$ cat config.mk
export PLATFORM = sky130hd
export DESIGN_NAME = lsu_mem_bridge
export DESIGN_NICKNAME = d
export VERILOG_FILES = /design/src/rtl/lsu_mem_bridge_pkg.sv /design/src/rtl/lsu_mem_bridge_rd_align.sv /design/src/rtl/lsu_mem_bridge.sv
export SDC_FILE = /design/constraint.sdc
export NUM_CORES = 1
export LEC_CHECK = 0
export CORE_AREA = 3 3 153 155
export DETAILED_ROUTE_END_ITERATION = 8
export DIE_AREA = 0 0 156 158
export PLACE_DENSITY = 0.74
export SLEW_MARGIN = 10
export SYNTH_ARGS = -nofsm -noshare
export SYNTH_HDL_FRONTEND = slang
export SYNTH_HIERARCHICAL = 1
export SYNTH_SLANG_ARGS = --single-unit
export TNS_END_PERCENT = 1
$ cat constraint.sdc
create_clock -name clk -period 5.2 [get_ports clk]
set_clock_uncertainty 0.1 [all_clocks]
set_input_delay 1.04 -clock clk [delete_from_list [all_inputs] [get_ports clk]]
set_output_delay 1.04 -clock clk [all_outputs]
set_load 0.03 [all_outputs]
$ cat src/rtl/lsu_mem_bridge_pkg.sv
// Shared types and helpers for the LSU-to-memory bridge.
// Optional feature macro: LSU_MISALIGN_SPLIT_EN (split doubleword-crossing
// accesses into two beats). When it is undefined, the lane shifters only
// span one doubleword.
package lsu_mem_pkg;

    localparam int DW_BYTES = 8;

`ifdef LSU_MISALIGN_SPLIT_EN
    localparam int SPAN_BYTES = 2 * DW_BYTES;
`else
    localparam int SPAN_BYTES = DW_BYTES;
`endif
    localparam int SPAN_BITS = SPAN_BYTES * 8;

    typedef enum logic [1:0] {
        SZ_B,
        SZ_H,
        SZ_W,
        SZ_X
    } size_e;

    typedef enum logic [2:0] {
        IDLE,
        ISSUE0,
        WAIT0,
        ISSUE1,
        WAIT1,
        RESP
    } state_e;

    // Byte-enable pattern for an LSB-aligned access of the given size.
    function automatic logic [3:0] be_pattern(input size_e size);
        case (size)
            SZ_B:    be_pattern = 4'b0001;
            SZ_H:    be_pattern = 4'b0011;
            SZ_W:    be_pattern = 4'b1111;
            default: be_pattern = 4'b0000;
        endcase
    endfunction

    // Turn one enable bit per byte lane into a per-bit write mask.
    function automatic logic [63:0] mask_expand(input logic [7:0] be);
        logic [63:0] mask;
        mask = '0;
        for (int i = 0; i < 8; i++) begin
            mask[i*8 +: 8] = {8{be[i]}};
        end
        return mask;
    endfunction

endpackage

$ cat src/rtl/lsu_mem_bridge_rd_align.sv
// Read-data alignment: shifts the returned beat(s) down by the byte offset,
// picks byte/half/word and sign- or zero-extends to 32 bits.
// Honours LSU_MISALIGN_SPLIT_EN through the width of the beats input.
module lsu_rd_align
    import lsu_mem_pkg::*;
(
    input  logic [SPAN_BITS-1:0] beats,
    input  logic [2:0]           off,
    input  size_e                size,
    input  logic                 is_unsigned,
    output logic [31:0]          result
);

    logic [31:0] r;

    // Shift the addressed bytes to bit 0, then extend by access size.
    always_comb begin
        r      = 32'(beats >> {off, 3'b000});
        result = r;
        case (size)
            SZ_B:    result = {{24{~is_unsigned & r[7]}}, r[7:0]};
            SZ_H:    result = {{16{~is_unsigned & r[15]}}, r[15:0]};
            default: result = r;
        endcase
    end

endmodule

$ cat src/rtl/lsu_mem_bridge.sv
// Bridge from the RV32 load/store unit to the 64-bit synchronous memory.
// One request in flight; byte/half/word accesses become doubleword beats.
// Optional feature macro: LSU_MISALIGN_SPLIT_EN. When defined, accesses that
// cross a doubleword are split into two beats; otherwise they are rejected
// with resp_err.
module lsu_mem_bridge
    import lsu_mem_pkg::*;
#(
    parameter int ADDR_WIDTH = 32,
    parameter int DATA_WIDTH = 64
) (
    input  logic                  clk,
    input  logic                  rst,
    input  logic                  req_valid,
    output logic                  req_ready,
    input  logic                  req_we,
    input  logic [31:0]           req_addr,
    input  logic [1:0]            req_size,
    input  logic                  req_unsigned,
    input  logic [31:0]           req_wdata,
    output logic                  resp_valid,
    output logic [31:0]           resp_rdata,
    output logic                  resp_err,
    output logic                  ncs,
    output logic                  nwe,
    output logic [ADDR_WIDTH-1:0] addr,
    output logic [DATA_WIDTH-1:0] wdata,
    output logic [DATA_WIDTH-1:0] wmask,
    input  logic [DATA_WIDTH-1:0] rdata
);

    state_e state, state_n;

    // request-side lane preparation
    size_e                 req_size_e;
    logic [2:0]            req_off;
    logic [3:0]            req_be;
    logic [3:0]            req_bytes;
    logic [31:0]           req_data;
    logic                  crossing;
    logic                  req_err;
    logic [SPAN_BITS-1:0]  lane_data;
    logic [SPAN_BYTES-1:0] lane_be;

    // request context held for the whole transaction
    logic                  we_q;
    logic [2:0]            off_q;
    size_e                 size_q;
    logic                  uns_q;
`ifdef LSU_MISALIGN_SPLIT_EN
    logic                  split_q;
    logic [28:0]           base_q;
    logic [63:0]           data_hi_q;
    logic [7:0]            mask_hi_q;
    logic [63:0]           beat0_q;
`endif

    // next values of the registered outputs
    logic                  ncs_n;
    logic                  nwe_n;
    logic [ADDR_WIDTH-1:0] addr_n;
    logic [DATA_WIDTH-1:0] wdata_n;
    logic [DATA_WIDTH-1:0] wmask_n;
    logic                  resp_valid_n;
    logic                  resp_err_n;
    logic [31:0]           resp_rdata_n;

    logic [SPAN_BITS-1:0]  align_beats;
    logic [31:0]           align_result;

    assign req_ready = (state == IDLE);

`ifdef LSU_MISALIGN_SPLIT_EN
    assign align_beats = (state == WAIT1) ? {rdata, beat0_q} : {64'b0, rdata};
`else
    assign align_beats = rdata;
`endif

    lsu_rd_align u_rd_align (
        .beats       (align_beats),
        .off         (off_q),
        .size        (size_q),
        .is_unsigned (uns_q),
        .result      (align_result)
    );

    // Place incoming store data and byte enables onto memory lanes and classify the request.
    always_comb begin
        req_size_e = size_e'(req_size);
        req_off    = req_addr[2:0];
        req_be     = be_pattern(req_size_e);
        req_bytes  = 4'd1 << req_size;
        req_data   = req_wdata & {{8{req_be[3]}}, {8{req_be[2]}}, {8{req_be[1]}}, {8{req_be[0]}}};
        crossing   = ({1'b0, req_off} + req_bytes) > 4'd8;
`ifdef LSU_MISALIGN_SPLIT_EN
        req_err    = (req_size_e == SZ_X);
`else
        req_err    = (req_size_e == SZ_X) || crossing;
`endif
        lane_data  = SPAN_BITS'(req_data) << {req_off, 3'b000};
        lane_be    = SPAN_BYTES'(req_be) << req_off;
    end

    // Next-state logic; memory and response outputs are computed here and registered below.
    always_comb begin
        state_n      = state;
        ncs_n        = 1'b1;
        nwe_n        = 1'b1;
        addr_n       = addr;
        wdata_n      = wdata;
        wmask_n      = '0;
        resp_valid_n = 1'b0;
        resp_err_n   = 1'b0;
        resp_rdata_n = '0;
        case (state)
            IDLE: begin
                if (req_valid) begin
                    if (req_err) begin
                        state_n      = RESP;
                        resp_valid_n = 1'b1;
                        resp_err_n   = 1'b1;
                    end else begin
                        state_n = ISSUE0;
                        ncs_n   = 1'b0;
                        nwe_n   = ~req_we;
                        addr_n  = ADDR_WIDTH'({req_addr[31:3], 3'b000});
                        wdata_n = lane_data[DATA_WIDTH-1:0];
                        wmask_n = mask_expand(lane_be[7:0]);
                    end
                end
            end
            ISSUE0: begin
                if (!we_q) begin
                    state_n = WAIT0;
`ifdef LSU_MISALIGN_SPLIT_EN
                end else if (split_q) begin
                    state_n = ISSUE1;
                    ncs_n   = 1'b0;
                    nwe_n   = 1'b0;
                    addr_n  = ADDR_WIDTH'({base_q + 29'd1, 3'b000});
                    wdata_n = data_hi_q;
                    wmask_n = mask_expand(mask_hi_q);
`endif
                end else begin
                    state_n      = RESP;
                    resp_valid_n = 1'b1;
                end
            end
            WAIT0: begin
`ifdef LSU_MISALIGN_SPLIT_EN
                if (split_q) begin
                    state_n = ISSUE1;
                    ncs_n   = 1'b0;
                    nwe_n   = 1'b1;
                    addr_n  = ADDR_WIDTH'({base_q + 29'd1, 3'b000});
                    wdata_n = data_hi_q;
                    wmask_n = mask_expand(mask_hi_q);
                end else begin
                    state_n      = RESP;
                    resp_valid_n = 1'b1;
                    resp_rdata_n = align_result;
                end
`else
                state_n      = RESP;
                resp_valid_n = 1'b1;
                resp_rdata_n = align_result;
`endif
            end
`ifdef LSU_MISALIGN_SPLIT_EN
            ISSUE1: begin
                if (we_q) begin
                    state_n      = RESP;
                    resp_valid_n = 1'b1;
                end else begin
                    state_n = WAIT1;
                end
            end
            WAIT1: begin
                state_n      = RESP;
                resp_valid_n = 1'b1;
                resp_rdata_n = align_result;
            end
`endif
            RESP: begin
                state_n = IDLE;
            end
            default: begin
                state_n = IDLE;
            end
        endcase
    end

    // State register and registered memory/response outputs; reset abandons any beat.
    always_ff @(posedge clk or posedge rst) begin
        if (rst) begin
            state      <= IDLE;
            ncs        <= 1'b1;
            nwe        <= 1'b1;
            addr       <= '0;
            wdata      <= '0;
            wmask      <= '0;
            resp_valid <= 1'b0;
            resp_err   <= 1'b0;
            resp_rdata <= '0;
        end else begin
            state      <= state_n;
            ncs        <= ncs_n;
            nwe        <= nwe_n;
            addr       <= addr_n;
            wdata      <= wdata_n;
            wmask      <= wmask_n;
            resp_valid <= resp_valid_n;
            resp_err   <= resp_err_n;
            resp_rdata <= resp_rdata_n;
        end
    end

    // Capture request context at accept, and the first read beat of a split load.
    always_ff @(posedge clk or posedge rst) begin
        if (rst) begin
            we_q      <= 1'b0;
            off_q     <= '0;
            size_q    <= SZ_B;
            uns_q     <= 1'b0;
`ifdef LSU_MISALIGN_SPLIT_EN
            split_q   <= 1'b0;
            base_q    <= '0;
            data_hi_q <= '0;
            mask_hi_q <= '0;
            beat0_q   <= '0;
`endif
        end else begin
            if (req_valid && req_ready) begin
                we_q      <= req_we;
                off_q     <= req_off;
                size_q    <= req_size_e;
                uns_q     <= req_unsigned;
`ifdef LSU_MISALIGN_SPLIT_EN
                split_q   <= crossing;
                base_q    <= req_addr[31:3];
                data_hi_q <= lane_data[127:64];
                mask_hi_q <= lane_be[15:8];
`endif
            end
`ifdef LSU_MISALIGN_SPLIT_EN
            if (state == WAIT0) begin
                beat0_q <= rdata;
            end
`endif
        end
    end

endmodule

# After elaboration in Yosys (flattened, before gate mapping)
# Index checks and enable logic that the tools add are counted.
# totals
regBits	203
latch_bits	0
mem_bits_rw	0
romBits	0
in_bits	135
out_inout_bits	197
elab_cells	58
n_memories	0
# classes
n_addsub	1
multipliers	0
div_mod_pow	0
order_cmp	1
n_eq_ne	7
n_shift	4
n_mux	20
bitwise_logic	6
reduce_logical	6
# op_table
operator	count
$mux 64	3
$pmux 32 s2	1
$shl 32x6->64	1
$shr 64x6->32	1
$and 32x32->32	1
$mux 32	1
$pmux 4 s3	1
$mux 1	9
$mux 3	3
$pmux 3 s3	1
$shl 4x3->8	1
$add 3x4->4	1
$eq 2x1->1 const B	2
$eq 2x2->1 const B	2
$gt 4x4->1 const B	1
$logic_not 2->1	2
$shl 1x2->4 const A	1
$eq 3x1->1 const B	1
$eq 3x2->1 const B	1
$logic_not 3->1	1
$not 1->1	3
$pmux 1 s3	1
$reduce_and 3->1	1
$and 1x1->1	2
3 further kinds	3

# Logic depth before layout (Yosys ltp)
# Gate-level depths: netlist (run 1).
# depth
word_depth	7
depth_mapped	10

# By module
# Netlist (run 1), hierarchy kept.
# by_module_without_submodules
mod	n_inst	cells_each	area_per_inst_um2	seq_area_each_um2
lsu_mem_bridge	1	627	7308.3	3681.0
lsu_rd_align	1	193	1759.2	0.0

# Least setup slack after synthesis (run 1)
# OpenSTA, ideal clock, no wires.
# synth_path
kind	input -> register
startpoint	in req_size[0]
endpoint	reg addr[25]
setup_ns	0.125
t_arrival_ns	3.009
required_time_ns	4.975
path_slack_ns	1.966
path_stages	9
path_cell_list	inv_1 -> ha_1 -> ha_1 -> fa_1 -> xnor2_1 -> a22oi_2 -> nor2_8 -> buf_6 -> mux2_2
# synth_via
elab_chain_cells	6
word_cells_on_any_way	7
classes_between	add/sub (1); order compare (1); eq/ne (1); shift (1); bitwise (1); reduce/logical (2)
# synth_lines
element	line	source
start: declaration	lsu_mem_bridge.sv:18	input logic [1:0] req_size,
$shl 1x2->4	lsu_mem_bridge.sv:92	req_bytes = 4'd1 << req_size;
$add 3x4->4	lsu_mem_bridge.sv:94	crossing = ({1'b0, req_off} + req_bytes) > 4'd8;
$gt 4x4->1	lsu_mem_bridge.sv:94	
$logic_or 1x1->1 *	lsu_mem_bridge.sv:98	req_err = (req_size_e == SZ_X) || crossing;
$not 1->1 (no source line) *	--	
$reduce_and 3->1 (no source line) *	--	
end signal: assignment	lsu_mem_bridge.sv:209	addr <= addr_n;
end: declaration	lsu_mem_bridge.sv:26	output logic [ADDR_WIDTH-1:0] addr,
# Every way passes the cells marked *; elsewhere a longest branch is shown, timed or not.
# A chain may end at the register's enable or synchronous reset.

# Final worst setup path (run 1)
# layout_path
startpoint	in req_size[0]
endpoint	reg addr[11]
# The elaborated chain is that of the path after synthesis.

==> results of run 1 <==
==> per-stage QoR <==
stage	total power (uW)	area (sq um)
after global routing	6850	12600
after floorplan	4090	9070
final	6490	12600
after global placement	5200	12000
after CTS	6550	12600
after detailed placement	5250	12000
==> state kept, by name (all words and copies together) (netlist names), 2 cells and up <==
| name | cells |
|---|---|
| addr | 29 |
| off_q | 3 |
| resp_rdata | 32 |
| size_q | 2 |
| state | 3 |
| wdata | 64 |
| wmask | 8 |
==> cell type report <==
cell class / count / area, sq um / area share, %
Clock buffer: 18 / 439 / 3.49
Clock inverter: 14 / 166 / 1.32
Inverter: 8 / 35.0 / 0.278
Multi-Input combinational cell: 539 / 4510 / 35.9
Sequential cell: 147 / 3680 / 29.3
Tap cell: 280 / 350 / 2.78
Timing Repair Buffer: 339 / 3390 / 27.0
==> critical path, stage by stage <==
cell and delay [ps]:
clkdlybuf4s50_1 570, inv_1 120, ha_1 210, ha_1 200, fa_1 380, xnor2_1 270
a22oi_2 210, nor2_8 160, buf_12 360, mux2_2 410
==> cell usage after synthesis (all sizes together), types with 2 or more instances <==
cell / number
a21oi: 21
a222oi: 8
a22oi: 2
a32oi: 16
and2: 42
and3: 4
buf: 92
clkbuf: 36
dfrtp: 145
dfstp: 2
ha: 8
inv: 8
mux2: 108
mux2i: 52
mux4: 23
nand2: 28
nand2b: 3
nand3: 50
nand3b: 2
nor2: 38
nor2b: 23
nor3: 2
nor3b: 5
nor4b: 2
o211ai: 17
o21a: 2
o21ai: 41
o2bb2ai: 23
or2: 3
==> per-layer routing <==
layer | vias up | share of wire, % | GRT usage (%) | wire (um)
li1 | 3379 | - | - | -
met1 | 3557 | 41 | 27.7 | 11300
met2 | 386 | 48 | 36.2 | 13200
met3 | 30 | 9.2 | 6.72 | 2550
met4 | 0 | 2.2 | 7.36 | 620
met5 | - | 0 | 0 | 0
==> logic make-up (layout without fill, tap and decap cells) <==
| family | after synthesis | in the layout | share of synthesized area (%) |
|---|---|---|---|
| XOR/XNOR | 1 | 1 | 0.0966 |
| adder cells (fa/ha/maj) | 9 | 9 | 1.32 |
| flip-flops | 147 | 147 | 40.6 |
| multiplexers | 183 | 183 | 24.9 |
| AND/OR/NAND/NOR | 206 | 206 | 12.8 |
| AO/OA/AOI/OAI | 137 | 137 | 10.5 |
| buffers and inverters | 136 | 379 | 9.77 |
| other | 1 | 3 | 0.0414 |
==> where the power goes <==
group          internal [uW]  leakage [uW]  switching (uW)
sequential              1530       0.00193             292
combinational           1580       0.00300            1810
clock                    737      0.000300             537
total                   3850       0.00523            2640
==> worst max path at each step <==
stage	endpoint	slack [ps]	depth (start not counted)
CTS	addr[11]$_DFFE_PP0P_	1440	10
finish	addr[11]$_DFFE_PP0P_	1360	10
floorplan	addr[10]$_DFFE_PP0P_	110	1
global route	addr[11]$_DFFE_PP0P_	1280	10
detailed placement	addr[11]$_DFFE_PP0P_	990	10
global placement	addr[13]$_DFFE_PP0P_	1120	10
==> results.yml, run 1 <==
run_status:
  outcome: "completed"
power_and_ir_drop:
  p_leak_uw: 0.00523
  irDropWorstVdd_mv: 0.203
  cellPowerDensity_nw_per_um2: 516
yosys:
  syn_inst: 820
  ys.flop_type: "dfrtp_1"
  synth.area.top_cells: "dfrtp_1 40%, mux2_2 12%, mux2i_1 5.7%"
  yosysSeqAreaShare_pct: 40.6
  ys_types: 57
  post-synth-top-area-cell: "dfrtp_1"
  syn_avg_cell_area_sq_um: 11.1
  ys_ff_latch: 147
  synthesis.area_sq_um: 9070
  synth.top_cell.area_share_pct: 40.0
  ys_warn_count: 6
  postSynth.asyncResetShare_pct: 100
  synth_edf_count: 0
worst_setup_path:
  crit-reg2reg-launch: "off_q[0]$_DFFE_PP0P_"
  worstRegToRegCells: 7
  cp_max_fo: 91
  cp.arrival_ps: 4040
  crit_path_end_kind: "flip-flop"
  reg2reg_to: "resp_rdata[22]$_DFF_PP0_"
  required_ps: 5400
  worstSetupStartpointType: "input port"
  startpoint: "req_size[0]"
  rrSetupSlack_ps: 2080
  critical_path_class: "in2reg"
placement:
  dpl.hpwl_um: 20800
  io_buffers: 328
  dpl.cell_count: 1313
  gp_congestion: 0.901
  place_ws_ps: 986
clock_tree:
  cts_setup_buffers: 0
  post_cts_resized: 0
  cts_buffer_depth: 2
  cts_buffers: 17
  cts-root-buf: "clkbuf_16"
  cts.htree.levels: 4
  cts_tree: "yes"
  clock_latency_ps: 420
  clk_pin_slew_ps: 60
  cts_hold_buf: 0
  cts.sinks: 147
sta:
  fmax_ghz: 0.261
  post-route-period-util_pct: 73.8
  worst_slack_ps: 1360
  drv_slew: 0
  tightestPinTransition_ps: 1070
  setup_viol: 0
  fin_hold_ws_ps: 369
  finalHoldViolCount: 0
  rsz0062_at_grt: "false"
  relSlewSlack_pct: 28.8
  fin_crit_ps: 3840
  setup_tns_ps: 0
layout:
  synthToLayoutAreaGrowth_pct: 38.7
  final_common_cell: "clkdlybuf4s50_1"
  drive_above_1_share_pct: 17.6
  antenna_cells: 0
  utilization_pct: 57.3
  stdcell_count: 1345
  num-fill-cells: 1834
  fin_nets: 1196
  layout_common_cells: "328 x clkdlybuf4s50_1, 142 x dfrtp_1, 97 x mux2_2, 52 x mux2i_1, 44 x nand3_1"
worst_hold_path:
  min_to: "state[1]$_DFFE_PP0P_"
  hold_depth: 1
  hp-start: "we_q$_DFFE_PP0P_"
  hold_class: "reg2reg"
routing:
  ant_nets: 0
  wl_per_cell_um: 20.5
  vias: 7352
  dr.pass1.iters: 6
  drtIter0Drc: 428
  drc: 0
  wl_um: 27600
  viasPerCell: 5.47
floorplanning:
  start_util_pct: 41.3
  rows: 54
  core_area_sq_um: 22000
  io_pins: 332
  die-width_um: 156
  die_h_um: 158
  die_area_sq_um: 24600
global_route:
  antenna_found_initial: 0
  grt_pass1_vias: 7436
  grt_pass1_wl_um: 42500
  grtUsageTotal_pct: 22.0
  grt_overflow_total: 0
  grt_max_degree: 92
run:
  drv_cap: 0
No activity file was read; power rests on OpenSTA's default activity.
==> run 2: changes to the inputs <==
Settings changed: CORE_AREA 3 3 153 155 to 3 3 151 153, DIE_AREA 0 0 156 158 to 0 0 154 156, PLACE_DENSITY 0.74 to 0.73.
Clock period 5.2 ns to 3.56 ns, I/O delays scaled along.
==> run 2 against run 1 <==
  * Flip-flop and latch count did not move
  * Clock power rose by 39%
  * Setup slack got worse by 880 ps
  * Total power rose by 45%
  * Core utilization rose by 1.5 points
  * Combinational power rose by 46%
  * Worst hold slack improved by 11 ps
  * Sequential share of layout area fell by 0.38 points
  * Non-clock buffer count rose by 21
  * Global-route usage rose by 0.14 points
  * Die area fell by 2.5%
  * Cell count rose by 1.6%
  * Critical endpoint is now addr[21]$_DFFE_PP0P_
  * Largest cell class unchanged
==> results.yml, run 2 (same netlist as run 1, synthesis figures left out) <==
floorplanning:
  core_area_sq_um: 21700
  rows: 54
  die_h_um: 156
  io_pins: 332
  start_util_pct: 41.8
  die-width_um: 154
  die_area_sq_um: 24000
layout:
  drive_above_1_share_pct: 19.2
  largest_reg_flops: 64
  final_common_cell: "clkdlybuf4s50_1"
  antenna_cells: 0
  synthToLayoutAreaGrowth_pct: 40.5
  num-fill-cells: 1829
  top_regs: "wdata: 64 flops, resp_rdata: 32 flops, addr: 29 flops"
  fin_nets: 1217
  top_register: "wdata"
  layout_common_cells: "328 x clkdlybuf4s50_1, 142 x dfrtp_1, 97 x mux2_2, 52 x mux2i_1, 44 x nand3_1"
clock_tree:
  cts_hold_buf: 0
  post_cts_resized: 0
  cts-root-buf: "clkbuf_16"
  clk_pin_slew_ps: 70
  cts_setup_buffers: 0
  cts_buffer_depth: 2
  cts.htree.levels: 4
  cts_buffers: 17
  cts.sinks: 147
  clock_latency_ps: 430
  cts_tree: "yes"
routing:
  vias: 7441
  drtIter0Drc: 457
  viasPerCell: 5.45
  drc: 0
  dr.pass1.iters: 5
  ant_nets: 0
  wl_um: 27300
  wl_per_cell_um: 20.0
sta:
  setup_viol: 0
  fin_crit_ps: 3080
  tightestPinTransition_ps: 772
  fmax_ghz: 0.324
  post-route-period-util_pct: 86.6
  relSlewSlack_pct: 48.4
  fin_hold_ws_ps: 380
  setup_tns_ps: 0
  rsz0062_at_grt: "false"
  drv_slew: 0
  finalHoldViolCount: 0
worst_setup_path:
  cp.arrival_ps: 3300
  worstRegToRegCells: 6
  rrSetupSlack_ps: 1130
  reg2reg_to: "resp_rdata[22]$_DFF_PP0_"
  cp_max_fo: 47
  critical_path_class: "in2reg"
  crit_path_end_kind: "flip-flop"
  worstSetupStartpointType: "input port"
  startpoint: "req_size[0]"
  crit-reg2reg-launch: "off_q[0]$_DFFE_PP0P_"
  required_ps: 3770
worst_hold_path:
  hold_class: "reg2reg"
  hp-start: "we_q$_DFFE_PP0P_"
  hold_depth: 1
  min_to: "state[1]$_DFFE_PP0P_"
global_route:
  grt_overflow_total: 0
  grt_pass1_wl_um: 42000
  grt_pass1_vias: 7241
  antenna_found_initial: 0
  grt_max_degree: 81
  grtUsageTotal_pct: 22.2
run_status:
  outcome: "completed"
power_and_ir_drop:
  p_leak_uw: 0.00531
  seqPwrFrac_pct: 28.8
  switching_share_pct: 41.4
  cellPowerDensity_nw_per_um2: 740
  irDropWorstVdd_mv: 0.293
  power_frac_clock_pct: 18.7
  p_int_uw: 5530
  p_comb_share_pct: 52.5
  net-switching-power_uw: 3900
placement:
  dpl.hpwl_um: 21000
  io_buffers: 328
  gp_congestion: 0.896
run:
  drv_cap: 0
==> run 2: worst max path at each step <==
stage / to / slack [ps] / depth (start not counted)
6_report: addr[21]$_DFFE_PP0P_ / 480 / 10
4_1_cts: addr[21]$_DFFE_PP0P_ / 500 / 10
3_5_place_dp: addr[21]$_DFFE_PP0P_ / 30 / 10
5_1_grt: addr[15]$_DFFE_PP0P_ / 360 / 10
2_1_floorplan: addr[25]$_DFFE_PP0P_ / 650 / 9
3_3_place_gp: addr[21]$_DFFE_PP0P_ / 110 / 10
==> run 2: through the flow <==
stage	cell area (sq um)	setup slack (ps)	utilization [%]	cells	total power (uW)
2_1_floorplan	9080	654	-	822	5980
3_3_place_gp	12200	106	56.0	1334	7650
3_5_place_dp	12200	34.1	56.0	1334	7720
4_1_cts	12700	497	58.8	1366	9510
5_1_grt	12700	358	58.8	1366	9930
6_report	12700	478	58.8	1366	9430
==> run 2: final cells by class <==
class / instances / area, sq um / share of cell area (%)
clock buffers: 17 / 425 / 3.34
clock inverters: 15 / 163 / 1.28
inverters: 8 / 33.8 / 0.265
multi-input cells: 539 / 4510 / 35.4
flip-flops and latches: 147 / 3680 / 28.9
well taps: 280 / 350 / 2.75
repair buffers: 360 / 3570 / 28.0
==> run 2: worst max-delay path, cell delays in order <==
cell,delay (ps)
clkdlybuf4s50_1,480
inv_1,80
ha_1,200
ha_1,200
fa_1,380
xnor2_1,250
a22oi_2,150
nor2_8,180
buf_12,260
mux2_2,380
==> run 2: power by group through the flow <==
stage / Combinational [uW] / Clock (uW) / Sequential (uW)
CTS: 4980 / 1810 / 2720
finish: 4950 / 1770 / 2710
global placement: 4920 / 0 / 2730
global route: 5260 / 1870 / 2800
detailed placement: 4970 / 0 / 2750
floorplan: 2440 / 0 / 3540
==> run 2: layer usage <==
| layer | GRT usage, % | up-vias | wire length, um |
|---|---|---|---|
| li1 | - | 3421 | - |
| met1 | 28.4 | 3601 | 11200 |
| met2 | 35.5 | 379 | 12900 |
| met3 | 6.74 | 40 | 2490 |
| met4 | 8.45 | 0 | 704 |
| met5 | 0 | - | 0 |
==> run 3: changes to the inputs <==
Settings changed: CORE_AREA 3 3 151 153 to 3 3 145 147, DIE_AREA 0 0 154 156 to 0 0 148 150, PLACE_DENSITY 0.73 to 0.78, REMOVE_ABC_BUFFERS set to 1.
==> run 3 against run 2 <==
  * Cell count down 0.22%
  * Combinational power about the same
  * Register-to-register slack better by 20 ps
  * Fmax down 0.95%
  * Largest power group unchanged
  * Design area up 0.76%
  * Wire length up 0.78%
  * Highest routed layer is now met5
  * Sequential power about the same
  * First-iteration DRC count down 13%
  * Die area down 7.6%
==> results.yml, run 3 (same netlist as run 1, synthesis figures left out) <==
floorplanning:
  start_util_pct: 45.2
  core_area_sq_um: 20000
  io_pins: 332
  die-width_um: 148
  die_area_sq_um: 22200
  rows: 52
  die_h_um: 150
layout:
  top_register: "wdata"
  final_common_cell: "clkdlybuf4s50_1"
  drive_above_1_share_pct: 19.7
  num-fill-cells: 1632
  fin_nets: 1224
  stdcell_count: 1363
  largest_reg_flops: 64
  top_regs: "wdata: 64 flops, resp_rdata: 32 flops, addr: 29 flops"
  layout_common_cells: "328 x clkdlybuf4s50_1, 142 x dfrtp_1, 97 x mux2_2, 52 x mux2i_1, 44 x nand3_1"
  synthToLayoutAreaGrowth_pct: 41.6
  antenna_cells: 0
global_route:
  grt_overflow_total: 0
  grtUsageTotal_pct: 24.3
  antenna_found_initial: 1
  grt_max_degree: 62
  grt_pass1_wl_um: 42300
  grt_pass1_vias: 7404
worst_setup_path:
  required_ps: 3760
  cp_max_fo: 25
  crit_path_end_kind: "flip-flop"
  crit_path_cell_trace: "clkdlybuf4s50_1 > inv_1 > ha_1 > ha_1 > fa_1 > xnor2_1 > a22oi_2 > nor2_8 > buf_12 > mux2_2"
  critical_path_class: "in2reg"
  worstRegToRegCells: 6
  cp_slowest_cell: "clkdlybuf4s50_1"
  cp.arrival_ps: 3310
  crit_path_frequent_cell: "ha_1"
  path_buf_inv: 3
  cp.depth: 10
  worstSetupStartpointType: "input port"
  slowest_delay_ps: 500
  critPathTopFamily: "adder cells"
sta:
  drv_slew: 0
  setup_tns_ps: 0
  fin_crit_ps: 3110
  fmax_ghz: 0.321
  setup_viol: 0
  worst_slack_ps: 448
  fin_hold_ws_ps: 370
  tightestPinTransition_ps: 1030
  relSlewSlack_pct: 31.5
  rsz0062_at_grt: "false"
  finalHoldViolCount: 0
  post-route-period-util_pct: 87.4
routing:
  drtIter0Drc: 398
  vias: 7630
  wl_um: 27500
  drc: 0
  wl_met3_um: 2770
  dr.pass1.iters: 6
  met1_length_um: 10500
  ant_nets: 0
  wl_per_cell_um: 20.2
  maxUsedRoutingLayer: "met5"
  viasPerCell: 5.60
  met2_length_um: 13700
clock_tree:
  cts.htree.levels: 4
  cts_buffer_depth: 2
  cts-root-buf: "clkbuf_16"
  cts.sinks: 147
  cts_tree: "yes"
  clock_latency_ps: 420
  cts_setup_buffers: 0
  cts_buffers: 17
  clk_pin_slew_ps: 70
  cts_hold_buf: 0
  post_cts_resized: 0
worst_hold_path:
  hold_depth: 1
  hold_class: "reg2reg"
run:
  drv_cap: 0
power_and_ir_drop:
  net-switching-power_uw: 3890
  power.total_uw: 9590
  power_frac_clock_pct: 19.6
  p_comb_share_pct: 51.9
  seqPwrFrac_pct: 28.5
  cellPowerDensity_nw_per_um2: 747
  switching_share_pct: 40.6
  p_int_uw: 5700
  p_leak_uw: 0.00538
  irDropWorstVdd_mv: 0.427
placement:
  dpl.hpwl_um: 20400
  io_buffers: 328
  place_ws_ps: 16.4
  dpl.cell_count: 1331
  gp_congestion: 0.889
run_status:
  outcome: "completed"
-- run 3: stage by stage --
stage	util, %	area, sq um
after floorplan	-	8220
after global placement	61.0	12200
after detailed placement	61.0	12200
after CTS	64.1	12800
after global routing	64.1	12800
final	64.1	12800
-- run 3: power groups by stage --
stage	Combinational (uW)	Sequential (uW)	Clock, uW
global placement	4920	2750	0
CTS	5010	2740	1920
global route	5280	2820	2000
finish	4980	2730	1880
detailed placement	5000	2760	0
floorplan	1860	3880	0
-- run 3: path summary, 6_finish.rpt --
check                                     startpoint                  endpoint  slack, ps
worst max-delay path                     req_size[0]     wdata[62]$_DFFE_PP0P_        450
worst min-delay path                we_q$_DFFE_PP0P_      state[1]$_DFFE_PP0P_        370
min in group asynchronous                        rst   resp_rdata[4]$_DFF_PP0_        480
max in group asynchronous                        rst             nwe$_DFF_PP1_       2150
worst min register to register      we_q$_DFFE_PP0P_      state[1]$_DFFE_PP0P_        370
worst max register to register  off_q[0]$_DFFE_PP0P_  resp_rdata[10]$_DFF_PP0_       1150
-- run 3: metal layers --
layer	track usage, %	up-vias
li1	-	3451
met3	8.54	34
met2	41.4	383
met4	5.91	2
met5	0	-
met1	29.6	3760
-- run 3: final cells by class --
cell class / count / area [sq um] / share of cell area [%]
multi-input combinational: 539 / 4520 / 35.2
sequential: 147 / 3680 / 28.7
timing repair buffer: 367 / 3650 / 28.4
clock buffer: 17 / 425 / 3.31
tap: 270 / 338 / 2.63
clock inverter: 15 / 186 / 1.45
inverter: 8 / 35.0 / 0.273
-- run 3: worst reg2reg max path: cells and delay by family (launching register included) --
kind                   cells  cell delay [ps]
multiplexers               1              130
flip-flops                 1              630
AO/OA/AOI/OAI              2              370
AND/OR/NAND/NOR            2              810
buffers and inverters      1              310
